<file path="config.mk">
export PLATFORM = sky130hd
export DESIGN_NAME = digit_dialer_ctrl
export DESIGN_NICKNAME = d
export VERILOG_FILES = /design/src/rtl/digit_dialer_ctrl_pkg.sv /design/src/rtl/digit_store.sv /design/src/rtl/digit_dialer_ctrl.sv
export SDC_FILE = /design/constraint.sdc
export NUM_CORES = 1
export LEC_CHECK = 0
export CORE_MARGIN = 2
export CORE_UTILIZATION = 57
export CTS_BUF_LIST = sky130_fd_sc_hd__clkbuf_16
export DETAILED_ROUTE_END_ITERATION = 10
export GPL_TIMING_DRIVEN = 1
export PLACE_DENSITY_LB_ADDON = 0.1
export SLEW_MARGIN = 20
export SYNTH_ARGS = -nofsm -noshare
export SYNTH_HDL_FRONTEND = slang
export SYNTH_SLANG_ARGS = --single-unit
</file>
<file path="constraint.sdc">
create_clock -name clk -period 2.8 [get_ports clk]
set_input_delay 0.28 -clock clk [delete_from_list [all_inputs] [get_ports clk]]
set_output_delay 0.28 -clock clk [all_outputs]
set_load 0.02 [all_outputs]
</file>
<file path="src/rtl/digit_dialer_ctrl_pkg.sv">
// Shared types and constants for the digit dialer controller and its digit store.
package digit_dialer_ctrl_pkg;

    typedef enum logic [1:0] {
        S_IDLE    = 2'd0,
        S_PRESENT = 2'd1,
        S_GAP     = 2'd2,
        S_DONE    = 2'd3
    } state_t;

    localparam int unsigned BCD_MAX = 9;
    localparam int unsigned DIGIT_W = 4;

    typedef logic [DIGIT_W-1:0] digit_t;

endpackage

</file>
<file path="src/rtl/digit_store.sv">
// NUM_DIGITS x BCD register file with a guarded write port and an asynchronous read port.
// Rejected writes (bad slot, non-BCD value or not allowed) raise a one-cycle wr_err.
module digit_store
    import digit_dialer_ctrl_pkg::*;
#(
    parameter int unsigned NUM_DIGITS = 10
) (
    input  logic       clk,
    input  logic       reset,
    input  logic       wr_en,
    input  logic       wr_allow,
    input  logic [3:0] wr_addr,
    input  logic [3:0] wr_data,
    input  logic [3:0] rd_addr,
    output logic [3:0] rd_digit_c,
    output logic       wr_err
);

    localparam int unsigned AW = (NUM_DIGITS > 1) ? $clog2(NUM_DIGITS) : 1;

    logic [3:0] mem [NUM_DIGITS];
    logic       addr_ok_c;
    logic       wr_ok_c;

    assign addr_ok_c = {1'b0, wr_addr} < 5'(NUM_DIGITS);
    assign wr_ok_c   = wr_allow && addr_ok_c && (wr_data <= 4'(BCD_MAX));

    always_ff @(posedge clk) begin
        if (reset) begin
            wr_err <= 1'b0;
            for (int i = 0; i < int'(NUM_DIGITS); i++) begin
                mem[i] <= '0;
            end
        end else begin
            wr_err <= wr_en && !wr_ok_c;
            if (wr_en && wr_ok_c) begin
                mem[wr_addr[AW-1:0]] <= wr_data;
            end
        end
    end

    // Out-of-range reads return zero rather than indexing past the array.
    assign rd_digit_c = ({1'b0, rd_addr} < 5'(NUM_DIGITS)) ? mem[rd_addr[AW-1:0]] : 4'd0;

endmodule

</file>
<file path="src/rtl/digit_dialer_ctrl.sv">
// Plays the stored BCD digits out over a valid/ready handshake with a fixed
// inter-digit gap; supports abort and reports busy, done and rejected writes.
module digit_dialer_ctrl
    import digit_dialer_ctrl_pkg::*;
#(
    parameter int unsigned NUM_DIGITS = 10,
    parameter int unsigned GAP_CYCLES = 3
) (
    input  logic       clk,
    input  logic       reset,
    input  logic       wr_en,
    input  logic [3:0] wr_addr,
    input  logic [3:0] wr_data,
    input  logic       start,
    input  logic       abort,
    input  logic       out_ready,
    output logic       out_valid,
    output logic [3:0] out_digit,
    output logic [3:0] out_index,
    output logic       busy,
    output logic       done,
    output logic       wr_err
);

    localparam int unsigned IW = (NUM_DIGITS > 1) ? $clog2(NUM_DIGITS) : 1;
    localparam int unsigned GW = (GAP_CYCLES > 0) ? $clog2(GAP_CYCLES + 1) : 1;
    localparam logic [IW-1:0] LAST_IDX = IW'(NUM_DIGITS - 1);

    state_t          state;
    logic [IW-1:0]   idx;
    logic [IW-1:0]   idx_inc_c;
    logic [GW-1:0]   gap_cnt;
    logic [3:0]      rd_addr_c;
    logic [3:0]      rd_digit_c;

    assign idx_inc_c = idx + IW'(1);

    // Read address is the slot that will be presented on the next edge.
    always_comb begin
        rd_addr_c = 4'(idx);
        case (state)
            S_IDLE:    rd_addr_c = 4'd0;
            S_PRESENT: rd_addr_c = 4'(idx_inc_c);
            default:   rd_addr_c = 4'(idx);
        endcase
    end

    digit_store #(
        .NUM_DIGITS(NUM_DIGITS)
    ) u_store (
        .clk        (clk),
        .reset      (reset),
        .wr_en      (wr_en),
        .wr_allow   (state == S_IDLE),
        .wr_addr    (wr_addr),
        .wr_data    (wr_data),
        .rd_addr    (rd_addr_c),
        .rd_digit_c (rd_digit_c),
        .wr_err     (wr_err)
    );

    always_ff @(posedge clk) begin
        if (reset) begin
            state     <= S_IDLE;
            idx       <= '0;
            gap_cnt   <= '0;
            out_valid <= 1'b0;
            out_digit <= 4'd0;
            out_index <= 4'd0;
            busy      <= 1'b0;
            done      <= 1'b0;
        end else begin
            done <= 1'b0;
            case (state)
                S_IDLE: begin
                    if (start && !abort) begin
                        state     <= S_PRESENT;
                        idx       <= '0;
                        out_valid <= 1'b1;
                        out_digit <= rd_digit_c;
                        out_index <= 4'd0;
                        busy      <= 1'b1;
                    end
                end
                S_PRESENT: begin
                    if (abort) begin
                        state     <= S_IDLE;
                        out_valid <= 1'b0;
                        busy      <= 1'b0;
                    end else if (out_ready) begin
                        if (idx == LAST_IDX) begin
                            state     <= S_DONE;
                            out_valid <= 1'b0;
                            done      <= 1'b1;
                        end else begin
                            idx <= idx_inc_c;
                            if (GAP_CYCLES == 0) begin
                                out_digit <= rd_digit_c;
                                out_index <= 4'(idx_inc_c);
                            end else begin
                                state     <= S_GAP;
                                gap_cnt   <= GW'(GAP_CYCLES);
                                out_valid <= 1'b0;
                            end
                        end
                    end
                end
                S_GAP: begin
                    if (abort) begin
                        state <= S_IDLE;
                        busy  <= 1'b0;
                    end else if (gap_cnt == GW'(1)) begin
                        state     <= S_PRESENT;
                        out_valid <= 1'b1;
                        out_digit <= rd_digit_c;
                        out_index <= 4'(idx);
                    end else begin
                        gap_cnt <= gap_cnt - GW'(1);
                    end
                end
                S_DONE: begin
                    // done was raised on entry; abort here has the same effect.
                    state <= S_IDLE;
                    busy  <= 1'b0;
                end
                default: begin
                    state     <= S_IDLE;
                    out_valid <= 1'b0;
                    busy      <= 1'b0;
                end
            endcase
        end
    end

endmodule

</file>
* Word level (Yosys, flattened, before mapping)
Memories as Yosys holds them, arrays and structs flattened.
Cells that the tools add are included.
** Word-level totals
- Flip-flop bits (word level) :: 20
- Bits in writable memories :: 40
- Input port bits :: 14
- Output and inout port bits :: 12
- Word-level logic and storage cells :: 97
- Memories kept :: 1
** Operators by class
- $add $sub $neg :: 2
- $lt $le $gt $ge :: 3
- Eq/ne operators :: 15
- Mux-type cells :: 44
- Bitwise operators :: 2
- Reductions and logical operators :: 21
** Memories
- u_store.mem :: words 10, width 4, read ports 1, clocked after Yosys merged registers in 0, wr ports 10, RTL line digit_store.sv:21 : logic [3:0] mem [NUM_DIGITS];
** Operator list (count)
- $mux 4 :: 12
- $pmux 4 s2 :: 4
- $mux 2 :: 10
- $mux 1 :: 14
- $ne 2x2->1 const B :: 7
- $reduce_and 5->1 :: 2
- $lt 4x4->1 const B :: 2
- $pmux 2 s4 :: 1
- $reduce_or 4->1 :: 2
- $ne 3x3->1 const B :: 2
- $pmux 1 s3 :: 2
- $reduce_and 6->1 :: 1
- $reduce_bool 2->1 :: 3
- $logic_and 1x1->1 :: 5
- $add 4x1->4 const B :: 1
- $eq 2x1->1 const B :: 2
- $eq 2x2->1 const B :: 2
- $eq 4x4->1 const B :: 1
- $le 4x4->1 const B :: 1
- $pmux 2 s2 :: 1
- $reduce_and 4->1 :: 1
- $reduce_and 3->1 :: 1
- $reduce_bool 3->1 :: 1
- $logic_not 1->1 :: 2
- 6 further kinds :: 7

* Depth between registers and ports, before layout
Gate-level depths: netlist of run 1.
- Depth in word-level cells :: 9
- Gate-level depth with buffers :: 9
- Depth with buffers taken out :: 7

* Cells and area by module
A second synthesis of run 1 with hierarchy kept.
** Second synthesis, totals
- Cell total of the unflattened synthesis :: 301
- Area, all modules :: 3191.8 µm²
** By module, submodules not included
- digit_store :: times used 1, cells each 173, area each 2118.3 µm², seq. area each 1221.2 µm²
- digit_dialer_ctrl :: times used 1, cells each 128, area each 1073.5 µm², seq. area each 380.4 µm²

* Worst setup path after synthesis of run 1
No wires, ideal clock.
- Path kind :: reg-to-reg
- From :: register idx[1]
- To :: register out_digit[0]
- Setup time :: 88 ps
- Data arrival time :: 1973 ps
- Required time :: 2712 ps
- Setup slack :: 739 ps
- Stages on the path, launching flop included :: 10
- Path buffers :: 2
- Clock period less this slack :: 2061 ps
- Cell sequence :: dfxtp_1 buf_2 inv_1 ha_1 clkbuf_1 inv_1 o41ai_1 nor2_1 o31a_1 o32ai_2
** On the way
- Word-level cells in the longest chain between the ends :: 7
- Elaborated cells between the ends (all ways) :: 9
- Those cells by class :: add/sub: 1; order compare: 1; mux: 6; memory: 1
** Ends and longest elaborated chain
- start, declared :: RTL line digit_dialer_ctrl.sv:30 : logic [IW-1:0] idx;
- start signal, assigned :: RTL line digit_dialer_ctrl.sv:96 : idx <= idx_inc_c;
- $add 4x1->4 :: RTL line digit_dialer_ctrl.sv:36 : assign idx_inc_c = idx + IW'(1);
- $pmux 4 s2 (*) :: RTL line digit_dialer_ctrl.sv:41 : case (state)
- $mem_v2 10x4 or $lt 4x4->1 (tied branches)
- $mux 4 (*) :: RTL line digit_store.sv:43 : assign rd_digit_c = ({1'b0, rd_addr} < 5'(NUM_DIGITS)) ? mem[rd_addr[AW-1:0]] : 4'd0;
- $mux 4 :: RTL line digit_dialer_ctrl.sv:112 : end else if (gap_cnt == GW'(1)) begin
- $mux 4 :: RTL line digit_dialer_ctrl.sv:109 : if (abort) begin
- $pmux 4 s2 (*) :: RTL line digit_dialer_ctrl.sv:74 : case (state)
- end signal, assigned :: RTL line digit_dialer_ctrl.sv:80 : out_digit <= rd_digit_c;
- end signal, assigned :: RTL line digit_dialer_ctrl.sv:98 : out_digit <= rd_digit_c;
- end signal, assigned :: RTL line digit_dialer_ctrl.sv:115 : out_digit <= rd_digit_c;
- end, declared :: RTL line digit_dialer_ctrl.sv:18 : output logic [3:0] out_digit,
Mark *: on every way between the ends. The rest lies on a longest branch, timed or not. The select of a mux whose other input is x is not followed.
A chain may end at the register's enable or synchronous reset.

* Final worst setup path of run 1
- From :: register state[1]
- To :: register out_digit[1]
** On the way
- Word-level cells in the longest chain between the ends :: 7
- Elaborated cells between the ends (all ways) :: 16
- Those cells by class :: order compare: 1; eq/ne: 5; mux: 6; reduce/logical: 3; memory: 1
** Ends and longest elaborated chain
- start, declared :: RTL line digit_dialer_ctrl.sv:29 : state_t state;
- start signal, assigned :: RTL line digit_dialer_ctrl.sv:64 : state <= S_IDLE;
- start signal, assigned :: RTL line digit_dialer_ctrl.sv:77 : state <= S_PRESENT;
- start signal, assigned :: RTL line digit_dialer_ctrl.sv:87 : state <= S_IDLE;
- $eq 2x1->1 or $logic_not 2->1 (tied branches) :: RTL line digit_dialer_ctrl.sv:41, digit_dialer_ctrl.sv:74
- $pmux 4 s2 :: RTL line digit_dialer_ctrl.sv:41
- $mem_v2 10x4 or $lt 4x4->1 (tied branches)
- $mux 4 :: RTL line digit_store.sv:43
- $mux 4 :: RTL line digit_dialer_ctrl.sv:112
- $mux 4 :: RTL line digit_dialer_ctrl.sv:109
- $pmux 4 s2 :: RTL line digit_dialer_ctrl.sv:74
Several ways; a longest one is shown, not always the timed one. The select of a mux whose other input is x is not followed.

==> impl_metrics.json, run 1 <==
{
  "synth_enable_flop_cells": 40,
  "vias_in_the_first_global_route": 2447,
  "wl_met3_um": 708,
  "path_clk_slew_ns": 0.05,
  "report.final.slew_viol_count": 0,
  "chipHeight_um": 80.4,
  "num_vias": 2719,
  "synth-seq-cells": 60,
  "clock_root_buffer": "sky130_fd_sc_hd__clkbuf_16",
  "tritoncts": "yes",
  "timing.critical_path.fanout_max": 18,
  "maximum_buffer_depth_of_the_clock_tree": 2,
  "netlist_area_mm2": 0.00333,
  "worst-slew-pin-transition_ns": 0.658,
  "status": "completed",
  "route.detailed.vias_per_inst": 6.15,
  "preCtsSetupSlack_ns": 0.339,
  "cts-buffers-inserted": 9,
  "place.port_buffers": 25,
  "floorplan_row_count": 27,
  "drtAntennaViolNets": 0,
  "worstHoldPathType": "reg2reg",
  "number_of_nets_in_the_synthesized_netlist": 357,
  "route.layer.met1.wl_um": 3560,
  "cts_resized": 0,
  "synth.top_cells.by_area": "sky130_fd_sc_hd__edfxtp_1, sky130_fd_sc_hd__dfxtp_1, sky130_fd_sc_hd__mux2i_1",
  "totalPowerFinal_mw": 2.50,
  "firstDrtPassIters": 4,
  "static-leakage-power_nw": 1.52,
  "rr_worst_depth": 8,
  "reg2reg_to": "out_digit[1]$_SDFFE_PP0P_",
  "final_cell_area_mm2": 0.00396,
  "portion_of_synthesized_cell_area_occupied_by_the_leading_cell_type": 0.361,
  "worst_hold_slack_ns": 0.458,
  "dpl_cell_area_mm2": 0.00368,
  "initial_core_utilization": 0.598,
  "cap_viol_max_count": 0,
  "layout-area-overhead-vs-synth_pct": 18.9,
  "timing.setup.critical_path_class": "reg2reg",
  "drive_gt1_frac": 0.100,
  "die_w_um": 80.4,
  "crit_path_end_kind": "flip-flop",
  "vdd_ir_drop_max_mv": 0.518,
  "pin_count_of_the_biggest_net_entering_global_routing": 24,
  "core_area_mm2": 0.00557,
  "routedWlPerCell_um": 17.4,
  "dr_wl_met2_um": 3210,
  "routabilityCongestion": 0.863,
  "average_instance_area_after_synthesis_um2": 9.94,
  "max_fclk_ghz": 0.406,
  "timing.hold.worst_path_depth": 2,
  "synth_async_reset_ratio": 0,
  "yosys_most_used_dff": "sky130_fd_sc_hd__edfxtp_1",
  "cts-hold-fix-buffers": 0,
  "worst-r2r-setup-slack_ns": 0.34,
  "cts_htree_levels": 3,
  "cts_setup_buffers": 0,
  "hold_viol": 0,
  "post_layout_min_period_ns": 2.46,
  "p_per_area_mw_per_mm2": 632,
  "netlist-cell-type-count": 48,
  "synthDominantAreaCellType": "sky130_fd_sc_hd__edfxtp_1",
  "crit-reg2reg-launch": "state[1]$_SDFFE_PP0P_",
  "seq_area_frac_synth": 0.481,
  "synth_warnings": 0,
  "uppermost_routed_layer": "met4",
  "grt_pass1_wl_um": 12500,
  "arrival_ns": 2.69,
  "finalWorstSetupSlack_ns": 0.338,
  "worstPathRequired_ns": 3.03,
  "finalClockSkew_ns": 0.00546,
  "i_o_pin_cnt": 26,
  "grt_overflow": 0,
  "drc_errors": 0,
  "layout_worst_path_cycle_share": 0.879,
  "grt_antenna_before_repair": 0,
  "critPathLaunchType": "flip-flop",
  "tns_ns": 0,
  "grtUsageTotal": 0.265,
  "report.final.setup_viol": 0,
  "cts_num_sinks": 60,
  "insertion_delay_ns": 0.33,
  "dp.final_hpwl_um": 5540,
  "initialDrtViolationCount": 186,
  "rsz0062_at_grt": "false",
  "netlist_instances": 335,
  "worstHoldEndpoint": "out_valid$_SDFFE_PP0P_",
  "hp-start": "out_valid$_SDFFE_PP0P_",
  "die_area_mm2": 0.00647,
  "slew_headroom": 0.562,
  "finish.net_count": 387,
  "routed_wirelength_um": 7680,
  "n_antenna_cell": 0
}
[area by class of cell]
| type | instances | area, µm² |
|---|---|---|
| Clock buffer | 9 | 225 |
| Clock inverter | 7 | 52.6 |
| Fill cell | 414 | 1610 |
| Inverter | 19 | 71.3 |
| Multi-Input combinational cell | 235 | 1560 |
| Sequential cell | 60 | 1600 |
| Tap cell | 72 | 90.1 |
| Timing Repair Buffer | 40 | 363 |
[synth_stat cells, drive strengths merged, types with 11 or more instances]
cell type / number
a21oi: 20
and2: 21
and3: 11
clkbuf: 13
dfxtp: 20
edfxtp: 40
inv: 19
mux2i: 16
nand2: 12
nor2: 24
nor3: 11
nor4: 13
o21ai: 19
[through the flow]
step	utilization	std cells
2_1_floorplan	-	335
3_3_place_gp	0.661	426
3_5_place_dp	0.661	426
4_1_cts	0.710	442
5_1_grt	0.710	442
6_report	0.710	442
[layout by cell type, fill, tap and decap left out, types with 4 or more instances in the layout]
| master | count |
|---|---|
| sky130_fd_sc_hd__a22o_1 | 4 |
| sky130_fd_sc_hd__or2_2 | 5 |
| sky130_fd_sc_hd__a21oi_1 | 20 |
| sky130_fd_sc_hd__edfxtp_1 | 40 |
| sky130_fd_sc_hd__clkbuf_16 | 9 |
| sky130_fd_sc_hd__nor3_1 | 11 |
| sky130_fd_sc_hd__o31ai_1 | 4 |
| sky130_fd_sc_hd__and3_1 | 11 |
| sky130_fd_sc_hd__o31a_1 | 4 |
| sky130_fd_sc_hd__o21ai_0 | 18 |
| sky130_fd_sc_hd__a22oi_1 | 4 |
| sky130_fd_sc_hd__nor2b_1 | 8 |
| sky130_fd_sc_hd__clkdlybuf4s50_1 | 25 |
| sky130_fd_sc_hd__nand2_1 | 12 |
| sky130_fd_sc_hd__dfxtp_1 | 20 |
| sky130_fd_sc_hd__nand2b_1 | 7 |
| sky130_fd_sc_hd__ha_1 | 8 |
| sky130_fd_sc_hd__nand3_1 | 5 |
| sky130_fd_sc_hd__inv_1 | 20 |
| sky130_fd_sc_hd__clkinv_1 | 4 |
| sky130_fd_sc_hd__buf_4 | 15 |
| sky130_fd_sc_hd__nor3b_1 | 4 |
| sky130_fd_sc_hd__nor4_1 | 13 |
| sky130_fd_sc_hd__mux2i_1 | 15 |
| sky130_fd_sc_hd__o221ai_1 | 4 |
| sky130_fd_sc_hd__o211ai_1 | 4 |
| sky130_fd_sc_hd__nor2_1 | 24 |
| sky130_fd_sc_hd__and2_1 | 21 |
[registers in the layout, summed over array words and instances, names as in the netlist]
| name | cells |
|---|---|
| out_valid | 1 |
| done | 1 |
| busy | 1 |
| out_digit | 4 |
| out_index | 4 |
| idx | 4 |
| u_store.wr_err | 1 |
| state | 2 |
| gap_cnt | 2 |
| u_store.mem | 40 |
[critical path, stage by stage (launching register included)]
cell and delay (ns):
sky130_fd_sc_hd__dfxtp_1 0.33, sky130_fd_sc_hd__inv_1 0.11, sky130_fd_sc_hd__ha_1 0.59, sky130_fd_sc_hd__inv_2 0.25, sky130_fd_sc_hd__mux2i_4 0.18, sky130_fd_sc_hd__buf_4 0.25, sky130_fd_sc_hd__o221ai_1 0.16, sky130_fd_sc_hd__and3_1 0.20
sky130_fd_sc_hd__o32ai_1 0.29
[cells by family after synthesis]
logic type,synth area share
AND/OR/NAND/NOR,0.224
AO/OA/AOI/OAI,0.156
flip-flops,0.481
buffers and inverters,0.0518
multiplexers,0.0552
adder cells (fa/ha/maj),0.0301
XOR/XNOR,0.00263
[how the worst max path moves through the flow]
stage                                      from                               to  slack, ns  depth (start not counted)
final                     state[1]$_SDFFE_PP0P_        out_digit[1]$_SDFFE_PP0P_       0.34                          8
after global routing      state[1]$_SDFFE_PP0P_        out_digit[1]$_SDFFE_PP0P_       0.16                          7
after CTS                 state[1]$_SDFFE_PP0P_        out_digit[1]$_SDFFE_PP0P_       0.41                          8
after detailed placement             wr_data[1]  u_store.mem[3][2]$_SDFFCE_PN0P_       0.34                          5
after global placement               wr_data[1]  u_store.mem[1][2]$_SDFFCE_PN0P_       0.43                          6
after floorplan             idx[1]$_SDFFE_PP0P_        out_digit[0]$_SDFFE_PP0P_       0.74                          9
[routing by layer]
layer / track usage / vias to the layer above
li1: - / 1304
met4: 0.122 / 0
met1: 0.382 / 1267
met5: 0 / -
met3: 0.107 / 18
met2: 0.345 / 130
[power by group]
group / switching [mW] / internal [mW] / leakage, nW
Combinational: 0.253 / 0.194 / 0.800
Sequential: 0.0290 / 0.995 / 0.576
Clock: 0.365 / 0.668 / 0.142
Total: 0.647 / 1.86 / 1.52
No activity file was read; power rests on OpenSTA's default activity.
==> run 2, diff against run 1 <==
--- a/config.mk
+++ b/config.mk
@@ -15,3 +15,4 @@
 export SYNTH_ARGS = -nofsm -noshare
 export SYNTH_HDL_FRONTEND = slang
 export SYNTH_SLANG_ARGS = --single-unit
+export TNS_END_PERCENT = 50
==> constraint.sdc (replaced) <==
create_clock -name clk -period 2.5 [get_ports clk]
set_input_delay 0.25 -clock clk [delete_from_list [all_inputs] [get_ports clk]]
set_output_delay 0.25 -clock clk [all_outputs]
set_load 0.02 [all_outputs]
==> run 2 against run 1 <==
Compared with the run above:
- sequential power grew 13%
- sequential share of layout area shrank 1.4 points
- final cell count grew 1.4%
- critical endpoint is now u_store.mem[4][0]$_SDFFCE_PN0P_
- die area is the same
- largest cell class unchanged
- routed wire length grew 3.2%
==> impl_metrics.json, run 2 (synthesis gave the netlist of run 1 again) <==
{
  "status": "completed",
  "n_antenna_cell": 0,
  "mostFrequentLayoutCells": "sky130_fd_sc_hd__edfxtp_1, sky130_fd_sc_hd__clkdlybuf4s50_1, sky130_fd_sc_hd__nor2_1, sky130_fd_sc_hd__and2_1, sky130_fd_sc_hd__buf_4",
  "cap_viol_max_count": 0,
  "vias_in_the_first_global_route": 2545,
  "critical_path_buf_inv_count": 1,
  "cts_num_sinks": 60,
  "grt_overflow": 0,
  "slew_headroom": 0.603,
  "worstPathRequired_ns": 2.46,
  "layout.core_utilization": 0.736,
  "post_layout_min_period_ns": 2.36,
  "insertion_delay_ns": 0.33,
  "use_met3": 0.0539,
  "arrival_ns": 2.31,
  "clock_root_buffer": "sky130_fd_sc_hd__clkbuf_16",
  "p_per_area_mw_per_mm2": 773,
  "maximum_buffer_depth_of_the_clock_tree": 2,
  "routabilityCongestion": 0.911,
  "floorplan_row_count": 27,
  "i_o_pin_cnt": 26,
  "grt_use_met1": 0.371,
  "crit_path_cell_trace": "inv_1 -> ha_1 -> and4_1 -> nand2_1 -> o31ai_1",
  "chipHeight_um": 80.4,
  "path_depth": 5,
  "num_vias": 2751,
  "max_fclk_ghz": 0.425,
  "layout_worst_path_cycle_share": 0.942,
  "crit_path_end_kind": "flip-flop",
  "hold_viol": 0,
  "path_clk_slew_ns": 0.05,
  "critical-path-top-delay-family": "simple AND/OR/NAND/NOR gates",
  "max_reg_flops": 40,
  "report.final.setup_viol": 0,
  "static-leakage-power_nw": 1.59,
  "report.final.slew_viol_count": 0,
  "tns_ns": 0,
  "timing.setup.critical_path_class": "reg2reg",
  "finalClockSkew_ns": 0.00549,
  "mostFrequentLayoutCell": "sky130_fd_sc_hd__edfxtp_1",
  "layout.cells.non_filler": 448,
  "timing.critical_path.fanout_max": 8,
  "rr_worst_depth": 5,
  "initial_core_utilization": 0.598,
  "grt_most_used_layer": "met2",
  "firstDrtPassIters": 5,
  "timing.critical_path.slowest_stage_cell": "sky130_fd_sc_hd__o31ai_1",
  "drive_gt1_frac": 0.138,
  "drc_errors": 0,
  "timing.hold.worst_path_depth": 2,
  "die_area_mm2": 0.00647,
  "layout-area-overhead-vs-synth_pct": 23.2,
  "cts_htree_levels": 3,
  "groute.layer.met2.usage": 0.402,
  "dp.final_hpwl_um": 5510,
  "core_area_mm2": 0.00557,
  "place.port_buffers": 25,
  "critPathLaunchType": "flip-flop",
  "route.detailed.vias_per_inst": 6.14,
  "worst-r2r-setup-slack_ns": 0.14,
  "drtAntennaViolNets": 0,
  "placedCellCount": 432,
  "grtUsageTotal": 0.268,
  "routedWlPerCell_um": 17.7,
  "cts-hold-fix-buffers": 0,
  "grt_antenna_before_repair": 0,
  "grt_pass1_wl_um": 12900,
  "pin_count_of_the_biggest_net_entering_global_routing": 21,
  "worstHoldPathType": "reg2reg",
  "crit_path_max_incr_delay_ns": 0.56,
  "die_w_um": 80.4,
  "tritoncts": "yes",
  "vdd_ir_drop_max_mv": 0.563,
  "worst-slew-pin-transition_ns": 0.591,
  "initialDrtViolationCount": 228,
  "finish.net_count": 393,
  "cts-buffers-inserted": 9,
  "routed_wirelength_um": 7930,
  "regMostFlops": "u_store.mem"
}
## run 2: worst reg2reg max path, stage by stage (launching register included)
cell and delay [ns]:
sky130_fd_sc_hd__dfxtp_1 0.33, sky130_fd_sc_hd__inv_1 0.11, sky130_fd_sc_hd__ha_1 0.35, sky130_fd_sc_hd__and4_1 0.39, sky130_fd_sc_hd__nand2_1 0.24, sky130_fd_sc_hd__o31ai_1 0.56
## run 2: power breakdown
part | switching [mW] | total, mW | internal [mW]
clock network | 0.436 | 1.51 | 1.07
logic | 0.292 | 0.517 | 0.226
registers | 0.0327 | 1.15 | 1.11
## run 2: per-layer routing
metal  up-vias  share of wire  routed length [µm]
li1       1303              -                   -
met1      1292           0.44                3500
met2       133           0.45                3570
met3        23          0.077                 614
met4         0          0.030                 239
met5         -              0                   0
## run 2: what timing repair did
action,CTS,global route
buffers inserted,0,0
setup endpoints to repair,0,11
resized for setup,0,3
## run 2: final timing paths
path | startpoint | endpoint
min reg2reg | out_valid$_SDFFE_PP0P_ | out_valid$_SDFFE_PP0P_
max | state[1]$_SDFFE_PP0P_ | u_store.mem[4][0]$_SDFFCE_PN0P_
max reg2reg | state[1]$_SDFFE_PP0P_ | u_store.mem[4][0]$_SDFFCE_PN0P_
min | out_valid$_SDFFE_PP0P_ | out_valid$_SDFFE_PP0P_
## run 2: cell type report
class | count | area (µm²)
Inverter | 19 | 71.3
Clock buffer | 9 | 225
Clock inverter | 7 | 139
Tap cell | 72 | 90.1
Sequential cell | 60 | 1600
Fill cell | 385 | 1470
Multi-Input combinational cell | 235 | 1570
Timing Repair Buffer | 46 | 408
## run 2: through the flow
step / setup slack (ns) / area, µm² / hold WS, ns / power (mW)
after detailed placement: -0.00452 / 3730 / 0.457 / 1.67
after floorplan: 0.439 / 3330 / 0.327 / 1.50
final: 0.145 / 4100 / 0.457 / 3.17
after global placement: 0.106 / 3730 / 0.449 / 1.66
after CTS: 0.104 / 4090 / 0.464 / 3.16
after global routing: -0.000414 / 4100 / 0.505 / 3.27
